File: src/rtl/gen_pkg.sv
// Shared definitions for the frame sequencer and the downstream generator:
// FSM state encoding and the default segment lengths.
package gen_pkg;

  localparam int DEF_SIZESRSTAT = 88;
  localparam int DEF_SIZESRDYN  = 16;
  localparam int DEF_SIZEGAP    = 4;
  localparam int DEF_SIZECNT    = 7;

  typedef enum logic [1:0] {
    ST_IDLE = 2'd0,
    ST_STAT = 2'd1,
    ST_DYN  = 2'd2,
    ST_GAP  = 2'd3
  } state_t;

endpackage

File: src/rtl/dyn_hold_buf.sv
// One-entry holding buffer for dynamic words, with a bypass path that loads
// DYNREG straight from the input when a word arrives on the frame-start edge.
module dyn_hold_buf
  import gen_pkg::*;
#(
  parameter int WIDTH = DEF_SIZESRDYN
) (
  input  logic             i_clk,
  input  logic             i_rst_n,
  input  logic             i_frame_start,
  input  logic             i_dyn_valid,
  input  logic [WIDTH-1:0] i_dyn_data,
  output logic             o_dyn_ready,
  output logic [WIDTH-1:0] o_dynreg,
  output logic             o_underrun
);

  logic             r_full;
  logic [WIDTH-1:0] r_buf;
  logic [WIDTH-1:0] r_dynreg;
  logic             r_underrun;

  // NOTE: sequential state uses non-blocking assignments so every flop
  // samples pre-edge values regardless of statement order.
  always_ff @(posedge i_clk) begin
    if (!i_rst_n) begin
      r_full     <= 1'b0;
      r_buf      <= '0;
      r_dynreg   <= '0;
      r_underrun <= 1'b0;
    end else begin
      r_underrun <= 1'b0;
      if (i_frame_start) begin
        if (r_full) begin
          r_dynreg <= r_buf;
          r_full   <= 1'b0;
        end else if (i_dyn_valid) begin
          r_dynreg <= i_dyn_data;
        end else begin
          r_underrun <= 1'b1;
        end
      end else if (!r_full && i_dyn_valid) begin
        r_buf  <= i_dyn_data;
        r_full <= 1'b1;
      end
    end
  end

  assign o_dyn_ready = ~r_full;
  assign o_dynreg    = r_dynreg;
  assign o_underrun  = r_underrun;

endmodule

File: src/rtl/frame_sequencer.sv
// Frame sequencer: walks IDLE -> STAT -> DYN -> GAP, drives registered segment
// selects and latches the static/dynamic words at each frame start.
module frame_sequencer
  import gen_pkg::*;
#(
  parameter int SIZESRSTAT = DEF_SIZESRSTAT,
  parameter int SIZESRDYN  = DEF_SIZESRDYN,
  parameter int SIZEGAP    = DEF_SIZEGAP,
  parameter int SIZECNT    = DEF_SIZECNT
) (
  input  logic                  CLK,
  input  logic                  RST_N,
  input  logic                  START,
  input  logic [SIZESRSTAT-1:0] STAT_DATA,
  input  logic                  DYN_VALID,
  input  logic [SIZESRDYN-1:0]  DYN_DATA,
  output logic                  DYN_READY,
  output logic                  SELSTAT,
  output logic                  SELDYN,
  output logic [SIZESRSTAT-1:0] STATREG,
  output logic [SIZESRDYN-1:0]  DYNREG,
  output logic                  BUSY,
  output logic                  FRAME_DONE,
  output logic                  UNDERRUN
);

  localparam logic [SIZECNT-1:0] LD_STAT = SIZECNT'(SIZESRSTAT - 1);
  localparam logic [SIZECNT-1:0] LD_DYN  = SIZECNT'(SIZESRDYN - 1);
  localparam logic [SIZECNT-1:0] LD_GAP  = SIZECNT'(SIZEGAP - 1);

  state_t                  r_state;
  state_t                  w_next_state;
  logic [SIZECNT-1:0]      r_cnt;
  logic [SIZECNT-1:0]      w_next_cnt;
  logic                    w_cnt_zero;
  logic                    w_frame_start;
  logic                    r_selstat;
  logic                    r_seldyn;
  logic                    r_busy;
  logic                    r_frame_done;
  logic [SIZESRSTAT-1:0]   r_statreg;

  assign w_cnt_zero = (r_cnt == '0);

  // NOTE: every signal driven here gets a default first, so no path can
  // leave it unassigned and infer a latch.
  always_comb begin
    w_next_state = r_state;
    w_next_cnt   = r_cnt;
    case (r_state)
      ST_IDLE: begin
        if (START) begin
          w_next_state = ST_STAT;
          w_next_cnt   = LD_STAT;
        end
      end
      ST_STAT: begin
        if (w_cnt_zero) begin
          w_next_state = ST_DYN;
          w_next_cnt   = LD_DYN;
        end else begin
          w_next_cnt = r_cnt - 1'b1;
        end
      end
      ST_DYN: begin
        if (w_cnt_zero) begin
          w_next_state = ST_GAP;
          w_next_cnt   = LD_GAP;
        end else begin
          w_next_cnt = r_cnt - 1'b1;
        end
      end
      ST_GAP: begin
        if (w_cnt_zero) begin
          // START is only looked at here, so dropping it mid-frame never
          // shortens the frame in flight.
          w_next_state = START ? ST_STAT : ST_IDLE;
          w_next_cnt   = START ? LD_STAT : '0;
        end else begin
          w_next_cnt = r_cnt - 1'b1;
        end
      end
      default: begin
        w_next_state = ST_IDLE;
        w_next_cnt   = '0;
      end
    endcase
  end

  assign w_frame_start = (w_next_state == ST_STAT) && (r_state != ST_STAT);

  // Outputs are flops loaded from the next-state decode so they line up
  // with the state they describe.
  always_ff @(posedge CLK) begin
    if (!RST_N) begin
      r_state      <= ST_IDLE;
      r_cnt        <= '0;
      r_selstat    <= 1'b0;
      r_seldyn     <= 1'b0;
      r_busy       <= 1'b0;
      r_frame_done <= 1'b0;
      r_statreg    <= '0;
    end else begin
      r_state      <= w_next_state;
      r_cnt        <= w_next_cnt;
      r_selstat    <= (w_next_state == ST_STAT);
      r_seldyn     <= (w_next_state == ST_DYN);
      r_busy       <= (w_next_state != ST_IDLE);
      r_frame_done <= (w_next_state == ST_GAP) && (w_next_cnt == '0);
      if (w_frame_start) begin
        r_statreg <= STAT_DATA;
      end
    end
  end

  dyn_hold_buf #(
    .WIDTH (SIZESRDYN)
  ) u_dyn_hold_buf (
    .i_clk         (CLK),
    .i_rst_n       (RST_N),
    .i_frame_start (w_frame_start),
    .i_dyn_valid   (DYN_VALID),
    .i_dyn_data    (DYN_DATA),
    .o_dyn_ready   (DYN_READY),
    .o_dynreg      (DYNREG),
    .o_underrun    (UNDERRUN)
  );

  assign SELSTAT    = r_selstat;
  assign SELDYN     = r_seldyn;
  assign BUSY       = r_busy;
  assign FRAME_DONE = r_frame_done;
  assign STATREG    = r_statreg;

endmodule

File: config.mk
export PLATFORM = sky130hd
export DESIGN_NAME = frame_sequencer
export DESIGN_NICKNAME = d
export VERILOG_FILES = /design/src/rtl/gen_pkg.sv /design/src/rtl/dyn_hold_buf.sv /design/src/rtl/frame_sequencer.sv
export SDC_FILE = /design/constraint.sdc
export NUM_CORES = 1
export LEC_CHECK = 0
export CAP_MARGIN = 20
export CORE_ASPECT_RATIO = 0.6
export CORE_MARGIN = 4
export CORE_UTILIZATION = 42
export DETAILED_ROUTE_END_ITERATION = 8
export HOLD_SLACK_MARGIN = 0.02
export PLACE_DENSITY_LB_ADDON = 0.05
export SYNTH_ARGS = -nofsm -noshare
export SYNTH_HDL_FRONTEND = slang
export SYNTH_SLANG_ARGS = --single-unit
File: constraint.sdc
create_clock -name CLK -period 2.9 [get_ports CLK]
set_input_delay 0.58 -clock CLK [delete_from_list [all_inputs] [get_ports CLK]]
set_output_delay 0.58 -clock CLK [all_outputs]
set_load 0.02 [all_outputs]
Word level (Yosys, flattened, before mapping). Index checks and enable logic that the tools add are counted.

Flip-flop bits (word level): 135. Bits in latches: 0. Memory bits (writable): 0. Bits in read-only memories: 0. Logic and storage cells: 50. Memories: 0.

Add/subtract/negate cells: 1. $mul: 0. Div/mod/pow operators: 0. $lt $le $gt $ge: 0. Equal/unequal tests: 7. Shift-type cells: 0. Muxes and demuxes: 15. Bitwise logic cells: 3. Reduce and logical (&&, ||, !) cells: 13.

Operators by type and width (number): 2-to-1 mux 7 bit (5); 2-to-1 mux 16 bit (2); one-hot mux 7 bit (4 select lines) (1); logical NOT 7 bit (2); == test 2 bit, second input constant (4); 2-to-1 mux 2 bit (4); one-hot mux 2 bit (4 select lines) (1); subtractor 7 x 1 -> 7 bit, second input constant (1); == test 2 x 1 -> 1 bit, second input constant (2); AND reduction 2 bit (2); nonzero test 2 bit (2); logical AND 1 bit (3); inverter 1 bit (3); OR reduction 3 bit (1); logical NOT 2 bit (1); 2-to-1 mux 1 bit (2); inequality test 2 x 1 -> 1 bit, second input constant (1); OR reduction 2 bit (1); logical NOT 1 bit (1).

Longest topological paths before layout. Gate-level depths: netlist (run 1).

Word-level depth: 7. Depth in mapped cells: 9. Depth with buffers taken out: 7.

Cells and area by module. From an unflattened synthesis (run 1), not the netlist that was laid out.

Cell total of the unflattened synthesis: 645. Area, all modules: 5470.2 um^2.

By module, submodules not included: frame_sequencer (instances 1, cells each 476, area each 3757.4 um^2); dyn_hold_buf (instances 1, cells each 169, area each 1712.9 um^2).

Least setup slack after synthesis (run 1). No wires, ideal clock.

Kind: register to register. Start: register r_cnt[0]. End: register r_frame_done (netlist: FRAME_DONE). Setup time: 88 ps. Data arrival time: 1910 ps. Data required time: 2812 ps. Path slack: 902 ps. Stages on the path, launching flop included: 10. Clock period less this slack: 1998 ps. Cells stage by stage: dfxtp_1 inv_1 ha_1 and3b_1 a31oi_2 nand2b_1 clkbuf_1 buf_2 nand3_1 nor4_2.

Longest elaborated chain between the ends: 5. Elaborated cells on any way between the ends: 14.

Ends and longest elaborated chain: from (decl) (line frame_sequencer.sv:33) `logic [SIZECNT-1:0] r_cnt;`; from (signal assigned) (line frame_sequencer.sv:105) `r_cnt <= w_next_cnt;`; subtractor 7 x 1 -> 7 bit or logical NOT 7 bit (tied branches); 2-to-1 mux 7 bit, or another cell as far along (line frame_sequencer.sv:74) `if (w_cnt_zero) begin`; one-hot mux 7 bit (4 select lines) or one-hot mux 2 bit (4 select lines) (tied branches) (line frame_sequencer.sv:50) `case (r_state)`; logical NOT 7 bit or == test 2 bit (tied branches) (line frame_sequencer.sv:109) `r_frame_done <= (w_next_state == ST_GAP) && (w_next_cnt == '0);`; logical AND 1 bit (*) (line frame_sequencer.sv:109); to (signal assigned) (line frame_sequencer.sv:109); to (decl) (line frame_sequencer.sv:40) `logic r_frame_done;`.

Mark *: on every way between the ends. The rest lies on a longest branch, timed or not. A chain may end at the register's enable or synchronous reset.

Worst setup path in the final report (run 1).
Start: register r_cnt[0]. End: register r_statreg[72] (netlist: STATREG[72]).

Longest elaborated chain between the ends: 5. Elaborated cells on any way between the ends: 7.

Ends and longest elaborated chain: logical NOT 7 bit (*) (line frame_sequencer.sv:43) `assign w_cnt_zero = (r_cnt == '0);`; 2-to-1 mux 2 bit, on equally long branches (line frame_sequencer.sv:74, frame_sequencer.sv:58, frame_sequencer.sv:66); one-hot mux 2 bit (4 select lines) (*) (line frame_sequencer.sv:50); == test 2 x 1 -> 1 bit (*) (line frame_sequencer.sv:90) `assign w_frame_start = (w_next_state == ST_STAT) && (r_state != ST_STAT);`; logical AND 1 bit (*) (line frame_sequencer.sv:90); to (signal assigned) (line frame_sequencer.sv:102) `r_statreg <= '0;`; to (signal assigned) (line frame_sequencer.sv:111) `r_statreg <= STAT_DATA;`; to (decl) (line frame_sequencer.sv:41) `logic [SIZESRSTAT-1:0] r_statreg;`.

Marked as above.

==> reports/results.txt, run 1 <==
WP data arrival = 2.76 ns
Drc violations = 0
Vias in the first global route = 4771
Initial antenna violation count = 0
Post-CTS setup buffer count = 0
Hold path endpoint = STATREG[77]$_SDFFE_PN0P_
Max Fclk = 412.6 MHz
Pins Over Slew Limit = 0
Critical path startpoint category = flop
Hold Crit Depth = 2
Setup ws final = 0.4761 ns
Gr usage total = 21.36%
Sequential fraction of the synthesis area = 53.20%
Max FO, Critical Path = 28
Post-synthesis cell area = 5080 um^2
Largest net degree at the start of global routing = 66
Die Ht = 93.19 um
Leakage = 2.972 nW
R2R setup slack = 0.48 ns
Cell taking the most area after synthesis = dfxtp_1
Top_reg_cell synth = dfxtp_1
HPWL Detailed = 10.90 mm
CTS max path bufs = 2
Die width = 150.0 um
Max cap viols = 0
# fillers = 916
Worst-skew pair later-pin latency = 0.41 ns
Number of vias per cell = 4.979
WS Path Type = flop to flop
CTS Buf Count = 17
Ratio of final minimum period to clock period = 83.58%
Main area contributors after synthesis = dfxtp_1, nand2_1, a21oi_1, mux2i_1, nor2_1
Commonest cells after routing, fill and taps aside = clkdlybuf4s50_1, nand2_1, dfxtp_1
Status = completed
Tmin final = 2.424 ns
Grt total ovfl = 0
H-tree Lvls = 4
TNS Setup = 0 ns
CTS sink count = 135
Post-route ant nets = 0
Reg clk slew, reported paths = 0.06 ns
Root Driver = clkbuf_16
1st-iter DRT viols = 255
Layout cells sized above 1 = 5.854%
Place WS = 0.4638 ns
Worst slew pin tran = 0.5430 ns
Total Die Area = 13980 um^2
Pre-antenna DRT Iters = 4
Critical R2R Capture = STATREG[72]$_SDFFE_PN0P_
Final Skew = 0.007617 ns
Total power draw = 0.005472 W
Routed len/inst = 15.65 um
RR Startpoint = r_cnt[0]$_SDFF_PN0_
Vias = 4879
# nets final = 917
Final core occ = 69.34%
CP endpoint kind = flop
Core area = 11560 um^2
ANT cells = 0
Worst Hold Class = flop to flop
EDFF count, synth = 0
Post-synth cell types = 41
PortBufs = 217
Final hold violations = 0
CTS tree = yes
Starting density of the core = 43.94%
Most common cell after layout, fill and taps aside = clkdlybuf4s50_1
Peak VDD IR = 0.5296 mV
Slew margin rel. = 63.32%
WP data required = 3.23 ns
Post-cts sizing count = 0
RSZ-0062 raised after global routing = false
Synth Register Bits = 135
Net Count, Synth = 715
DP Area = 7408 um^2
Routability Congestion = 0.8594
Finished layout cell area = 8016 um^2
Asr flop ratio synth = 0%
Std cell rows = 30
Synth Instances = 605
R2R depth = 8
Area grow syn2layout = 57.81%
Hold wc startpoint = STATREG[77]$_SDFFE_PN0P_
Final setup violating endpoints = 0
IO Count = 218
Final WL = 15.34 mm
Area share of the largest cell type after synthesis = 53.20%
Cts hold-fix bufs = 0
First-pass GRT wire length = 24.01 mm
PD cells = 682.6 nW/um^2
Yosys warns = 0
Avg Inst Size Synth = 8.396 um^2
## state kept, by name (all words and copies together), names as in the netlist
register                   cells
STATREG                       88
u_dyn_hold_buf.o_dynreg       16
u_dyn_hold_buf.r_buf          16
r_cnt                          7
r_state                        2
BUSY                           1
FRAME_DONE                     1
SELDYN                         1
SELSTAT                        1
u_dyn_hold_buf.o_underrun      1
u_dyn_hold_buf.r_full          1
## routing by layer
metal	GRT usage [%]	up-vias	part of all wire [%]
li1	-	2431	-
met1	25.72	2253	42
met2	36.20	171	48
met3	6.247	24	7.6
met4	8.143	0	2.1
met5	0	-	0
## power by group
part | switching [W] | internal, W
Sequential | 0.0000996 | 0.00202
Clock | 0.000792 | 0.00140
Combinational | 0.000618 | 0.000547
## cell families after synthesis
logic type      share of synthesized area (%)
simple gates                            20.47
flops                                   53.20
compound gates                          14.88
buf+inv                                 4.089
mux                                     6.700
fa+ha+maj                              0.4925
xor+xnor                               0.1724
## synthesized netlist by cell type (2+ instances only)
| master | n |
|---|---|
| a211oi_1 | 16 |
| a21oi_1 | 94 |
| a32oi_1 | 2 |
| and2_1 | 2 |
| buf_2 | 16 |
| clkbuf_1 | 26 |
| dfxtp_1 | 135 |
| ha_1 | 2 |
| inv_1 | 5 |
| mux2i_1 | 34 |
| nand2_1 | 180 |
| nand2b_1 | 3 |
| nand3_1 | 2 |
| nor2_1 | 48 |
| nor2b_1 | 2 |
| nor3_1 | 6 |
| o21ai_0 | 5 |
| o32ai_1 | 3 |
| or4_1 | 2 |
## worst max-delay path, stage by stage, from the launching register on
cell and delay, ns:
dfxtp_1 0.34, inv_1 0.10, ha_1 0.25, and3b_1 0.24, a31oi_2 0.41, nand2b_4 0.44
buf_4 0.33, nand2_1 0.08, a21oi_1 0.16
## area by class of cell
cell class,instances,area [um^2],area share (%)
tap,160,200.2,2.497
timing repair buffer,226,2290,28.56
sequential,135,2703,33.71
inverter,6,25.02,0.3122
clock buffer,21,460.4,5.744
multi-input combinational,421,2191,27.33
clock inverter,11,147.6,1.842
## stage by stage
| stage | hold slack, ns | std cells |
|---|---|---|
| final | 0.4516 | 980 |
| after CTS | 0.4542 | 980 |
| after global placement | 0.4416 | 948 |
| after global routing | 0.4730 | 980 |
| after detailed placement | 0.4461 | 948 |
| after floorplan | 0.4601 | 605 |
## worst max-delay path by stage
| stage | startpoint | to | slack, ns | cells past startpoint |
|---|---|---|---|---|
| 6_report | r_cnt[0]$_SDFF_PN0_ | STATREG[72]$_SDFFE_PN0P_ | 0.48 | 8 |
| 5_1_grt | r_cnt[0]$_SDFF_PN0_ | STATREG[72]$_SDFFE_PN0P_ | 0.34 | 8 |
| 4_1_cts | r_cnt[0]$_SDFF_PN0_ | STATREG[72]$_SDFFE_PN0P_ | 0.46 | 8 |
| 3_5_place_dp | START | STATREG[17]$_SDFFE_PN0P_ | 0.46 | 6 |
| 3_3_place_gp | START | FRAME_DONE$_SDFF_PN0_ | 0.49 | 6 |
| 2_1_floorplan | r_cnt[0]$_SDFF_PN0_ | FRAME_DONE$_SDFF_PN0_ | 0.90 | 9 |
Power figures use the tool's default switching activity.
==> run 2, diff against run 1 <==
==> constraint.sdc (replaced) <==
create_clock -name CLK -period 2.5 [get_ports CLK]
set_input_delay 0.5 -clock CLK [delete_from_list [all_inputs] [get_ports CLK]]
set_output_delay 0.5 -clock CLK [all_outputs]
set_load 0.02 [all_outputs]
==> run 2 against run 1 <==
- sequential power up 16%
- wire length down 0.20%
- clock skew up 0.0014 ns
- fmax up 5.8%
- critical endpoint is now STATREG[42]$_SDFFE_PN0P_
- largest power group unchanged
==> reports/results.txt, run 2 (synthesized netlist as in run 1, its figures left out) <==
Place WS = 0.09139 ns (-0.3724 ns)
# fillers = 955 (+4.3%)
Vias in the first global route = 4678 (-1.9%)
Grt total ovfl = 0 (unchanged)
HPWL Detailed = 10.92 mm (+0.15%)
Setup ws final = 0.2099 ns (-0.2662 ns)
Die Ht = 93.19 um (unchanged)
Routed len/inst = 15.62 um (-0.20%)
Comb power frac = 20.7% (-0.6 points)
Tmin final = 2.290 ns (-0.1338 ns)
1st-iter DRT viols = 293 (+15%)
Total power draw = 0.006516 W (+19%)
Routability Congestion = 0.9378 (+9.1%)
Worst slew pin tran = 0.5835 ns (+0.04050 ns)
Hold path endpoint = STATREG[40]$_SDFFE_PN0P_
Critical path startpoint category = flop
Clock Power Share = 41.6% (+1.6 points)
CP endpoint kind = flop
Reg clk slew, reported paths = 0.05 ns (about the same)
Std cell rows = 30 (unchanged)
Final core occ = 69.81% (+0.47 points)
Leakage = 3.010 nW (+1.3%)
Root Driver = clkbuf_16
RSZ-0062 raised after global routing = false
Total internal power = 0.004754 W (+20%)
Number of vias per cell = 5.002 (+0.47%)
H-tree Lvls = 4 (unchanged)
PortBufs = 217 (unchanged)
Seq pwr share = 37.7% (-1.0 points)
Hold Crit Depth = 2 (unchanged)
RR Startpoint = r_cnt[0]$_SDFF_PN0_
R2R depth = 8 (unchanged)
Max Fclk = 436.7 MHz (+5.8%)
Post-CTS setup buffer count = 0 (unchanged)
Worst Hold Class = flop to flop
Drc violations = 0 (unchanged)
Post-route ant nets = 0 (unchanged)
Peak VDD IR = 0.5764 mV (+8.8%)
Largest register FFs = 88 (unchanged)
WS Path Type = flop to flop
Psw = 0.001762 W (+17%)
Total Die Area = 13980 um^2 (unchanged)
Die width = 150.0 um (unchanged)
Largest net degree at the start of global routing = 68 (+3.0%)
Sw frac = 27.04% (-0.55 points)
Status = completed
WP data arrival = 2.62 ns (-0.14 ns)
Critical R2R Capture = STATREG[42]$_SDFFE_PN0P_
Final setup violating endpoints = 0 (unchanged)
Max FO, Critical Path = 24 (-14%)
Final hold violations = 0 (unchanged)
CTS max path bufs = 2 (unchanged)
Non-Filler Instances = 980 (unchanged)
Vias = 4902 (+0.47%)
Placed Instances = 948 (unchanged)
Commonest cells after routing, fill and taps aside = clkdlybuf4s50_1, nand2_1, dfxtp_1
Worst-skew pair later-pin latency = 0.41 ns (about the same)
First-pass GRT wire length = 24.20 mm (+0.77%)
Cts hold-fix bufs = 0 (unchanged)
Post-cts sizing count = 0 (unchanged)
Area grow syn2layout = 58.87%
TNS Setup = 0 ns (unchanged)
IO Count = 218 (unchanged)
Gr usage total = 21.44% (+0.088 points)
Most common cell after layout, fill and taps aside = clkdlybuf4s50_1
Final Skew = 0.009006 ns (+0.001389 ns)
R2R setup slack = 0.21 ns (-0.27 ns)
Starting density of the core = 43.94% (unchanged)
Hold wc startpoint = STATREG[40]$_SDFFE_PN0P_
Core area = 11560 um^2 (unchanged)
WP data required = 2.83 ns (-0.40 ns)
CTS tree = yes
Initial antenna violation count = 0 (unchanged)
Slew margin rel. = 61.01% (-2.3 points)
Ratio of final minimum period to clock period = 91.60% (+8.0 points)
Pins Over Slew Limit = 0 (unchanged)
Final WL = 15.31 mm (-0.20%)
Layout cells sized above 1 = 6.098% (+0.24 points)
Pre-antenna DRT Iters = 6 (+2)
# nets final = 917 (unchanged)
CTS sink count = 135 (unchanged)
PD cells = 807.4 nW/um^2 (+18%)
ANT cells = 0 (unchanged)
Max cap viols = 0 (unchanged)
CTS Buf Count = 17 (unchanged)
CP startpoint = r_cnt[0]$_SDFF_PN0_
run 2: layer usage:
metal / GRT usage (%) / vias to the layer above / share of wire [%]
met5: 0 / - / 0
met4: 6.088 / 0 / 1.1
met3: 6.102 / 11 / 7.4
met2: 36.32 / 181 / 48
met1: 26.80 / 2281 / 43
li1: - / 2429 / -
run 2: worst max-delay path, cell delays in order (launching register included):
cell	delay (ns)
dfxtp_1	0.33
inv_1	0.08
ha_1	0.24
and3b_1	0.24
a31oi_2	0.42
nand2b_4	0.35
buf_4	0.31
nand2_1	0.08
a21oi_1	0.16
run 2: area by class of cell:
type / count / area, um^2 / area share [%]
Clock inverter: 11 / 168.9 / 2.093
Clock buffer: 21 / 480.5 / 5.953
Timing Repair Buffer: 226 / 2302 / 28.53
Sequential cell: 135 / 2703 / 33.49
Inverter: 6 / 25.02 / 0.3101
Tap cell: 160 / 200.2 / 2.481
Multi-Input combinational cell: 421 / 2191 / 27.15
run 2: how the worst max path moves through the flow:
stage,to
3_3_place_gp,FRAME_DONE$_SDFF_PN0_
6_report,STATREG[42]$_SDFFE_PN0P_
5_1_grt,STATREG[42]$_SDFFE_PN0P_
3_5_place_dp,FRAME_DONE$_SDFF_PN0_
2_1_floorplan,FRAME_DONE$_SDFF_PN0_
4_1_cts,STATREG[42]$_SDFFE_PN0P_
run 2: power groups by stage:
stage / clock [W] / combinational (W) / sequential (W)
floorplan: 0 / 0.000550 / 0.00266
finish: 0.00271 / 0.00135 / 0.00246
global placement: 0 / 0.00133 / 0.00249
detailed placement: 0 / 0.00135 / 0.00250
global route: 0.00286 / 0.00146 / 0.00248
CTS: 0.00277 / 0.00136 / 0.00245
run 2: metrics by stage:
stage          hold WS [ns]  instance area, um^2
2_1_floorplan        0.4601                 5080
3_3_place_gp         0.4408                 7421
3_5_place_dp         0.4456                 7421
4_1_cts              0.4534                 8070
5_1_grt              0.4700                 8070
6_report             0.4507                 8070
==> run 3, diff against run 2 <==
--- a/config.mk
+++ b/config.mk
@@ -12,6 +12,7 @@
 export DETAILED_ROUTE_END_ITERATION = 8
 export HOLD_SLACK_MARGIN = 0.02
 export PLACE_DENSITY_LB_ADDON = 0.05
+export REMOVE_ABC_BUFFERS = 1
 export SYNTH_ARGS = -nofsm -noshare
 export SYNTH_HDL_FRONTEND = slang
 export SYNTH_SLANG_ARGS = --single-unit
==> run 3 against run 2 <==
- sequential share of layout area down 0.078 points
- final cell count unchanged
- die area unchanged
- worst setup slack better by 0.071 ns
- critical path depth down 3
- cell area up 0.23%
==> reports/results.txt, run 3 (synthesized netlist as in run 1, its figures left out) <==
Routed wl met2 = 6.957 mm (-6.0%)
Std cell rows = 30 (unchanged)
Initial antenna violation count = 0 (unchanged)
Critical path startpoint category = flop
RSZ-0062 raised after global routing = false
Largest stage delay, worst path = 0.65 ns (+0.23 ns)
CTS max path bufs = 2 (unchanged)
Final setup violating endpoints = 0 (unchanged)
PortBufs = 217 (unchanged)
Grt total ovfl = 0 (unchanged)
Vias = 4903 (+0.020%)
Cts hold-fix bufs = 0 (unchanged)
Peak VDD IR = 0.5137 mV (-11%)
Crit-path cells = or4_1 > nor3_1 > o311a_1 > nand3_1 > nor4_2
Max cap viols = 0 (unchanged)
Commonest cells after routing, fill and taps aside = clkdlybuf4s50_1, nand2_1, dfxtp_1
Max Fclk = 450.6 MHz (+3.2%)
Routed wl met3 = 1.768 mm (+55%)
Reg clk slew, reported paths = 0.06 ns (about the same)
WP data arrival = 2.52 ns (-0.10 ns)
WS Path Type = flop to flop
Starting density of the core = 43.94% (unchanged)
Routability Congestion = 0.8168 (-13%)
Core area = 11560 um^2 (unchanged)
Die Ht = 93.19 um (unchanged)
Buffers and inverters on the worst path = 0 (-2)
First-pass GRT wire length = 24.63 mm (+1.8%)
Largest register FFs = 88 (unchanged)
Number of vias per cell = 5.003 (about the same)
DP Area = 7433 um^2 (+0.17%)
Final Skew = 0.009906 ns (+0.0008997 ns)
1st-iter DRT viols = 298 (+1.7%)
Area grow syn2layout = 59.24%
Fin Hold WS = 0.4538 ns (+0.003130 ns)
Worst Hold Class = flop to flop
Total Die Area = 13980 um^2 (unchanged)
Slew margin rel. = 61.22% (+0.21 points)
Pre-antenna DRT Iters = 5 (-1)
Post-CTS setup buffer count = 0 (unchanged)
Post-route ant nets = 0 (unchanged)
Layout cells sized above 1 = 5.854% (-0.24 points)
Worst-skew pair later-pin latency = 0.40 ns (about the same)
CTS tree = yes
Post-cts sizing count = 0 (unchanged)
Final WL = 15.65 mm (+2.2%)
HPWL Detailed = 11.18 mm (+2.4%)
Root Driver = clkbuf_16
Ratio of final minimum period to clock period = 88.78% (-2.8 points)
Uppermost routed layer = met4
Drc violations = 0 (unchanged)
H-tree Lvls = 4 (unchanged)
CP delay by family, top = simple AND/OR/NAND/NOR gates
CTS Buf Count = 17 (unchanged)
Die width = 150.0 um (unchanged)
Placed Instances = 948 (unchanged)
Vias in the first global route = 4797 (+2.5%)
Gr usage total = 22.20% (+0.75 points)
M1 wire length = 6.595 mm (about the same)
Largest net degree at the start of global routing = 62 (-8.8%)
Most common cell after layout, fill and taps aside = clkdlybuf4s50_1
Final hold violations = 0 (unchanged)
Worst slew pin tran = 0.5805 ns (-0.003071 ns)
Finished layout cell area = 8089 um^2 (+0.23%)
Max FO, Critical Path = 6 (-75%)
PD cells = 810.7 nW/um^2 (+0.41%)
WP data required = 2.80 ns (-0.03 ns)
CTS sink count = 135 (unchanged)
CP endpoint kind = flop
Status = completed
Non-Filler Instances = 980 (unchanged)
Pins Over Slew Limit = 0 (unchanged)
Routed len/inst = 15.97 um (+2.2%)
IO Count = 218 (unchanged)
# nets final = 917 (unchanged)
CP max stage cell = or4_1
Tmin final = 2.219 ns (-0.07061 ns)
Leakage = 3.005 nW (-0.15%)
ANT cells = 0 (unchanged)
[run 3: cell types whose count changed in the layout (fill, tap and decap cells not counted), sizes merged]
cell	before	now
clkinvlp	1	3
bufinv	4	5
clkinv	5	2
[run 3: worst paths after layout]
kind,cells after the start,end,slack [ns],start
max,5,FRAME_DONE$_SDFF_PN0_,0.28,r_cnt[3]$_SDFF_PN0_
min,2,STATREG[7]$_SDFFE_PN0P_,0.45,STATREG[7]$_SDFFE_PN0P_
max reg2reg,5,FRAME_DONE$_SDFF_PN0_,0.28,r_cnt[3]$_SDFF_PN0_
min reg2reg,2,STATREG[7]$_SDFFE_PN0P_,0.45,STATREG[7]$_SDFFE_PN0P_
[run 3: final cells by class]
type	count	area, um^2
inverters	6	25.02
clock buffers	21	460.4
multi-input cells	421	2191
flip-flops and latches	135	2703
well taps	160	200.2
fillers	937	3472
clock inverters	11	195.2
repair buffers	226	2315
[run 3: routing by layer]
| metal | vias to the layer above | global-route usage [%] |
|---|---|---|
| met1 | 2251 | 27.16 |
| li1 | 2428 | - |
| met3 | 24 | 9.927 |
| met5 | - | 0 |
| met2 | 200 | 34.97 |
| met4 | 0 | 7.458 |
[run 3: per-stage QoR]
stage	setup slack [ns]	utilization (%)	TNS (ns)	power, W
detailed placement	0.1781	64.30	0	0.003863
CTS	0.3309	69.97	0	0.006616
global route	0.1901	69.97	0	0.006866
finish	0.2805	69.97	0	0.006557
global placement	0.2650	64.30	0	0.003834
floorplan	-1.660	-	-162.12	0.003183
[run 3: report_power, final]
group          total (W)  internal, W  switching, W
clock network    0.00273      0.00183      0.000905
logic            0.00137     0.000642      0.000728
registers        0.00246      0.00234      0.000116
[run 3: worst reg2reg max path, cell delays in order, from the launching register on]
cell and delay, ns:
dfxtp_1 0.38, or4_1 0.65, nor3_1 0.42, o311a_1 0.27, nand3_1 0.12, nor4_2 0.28
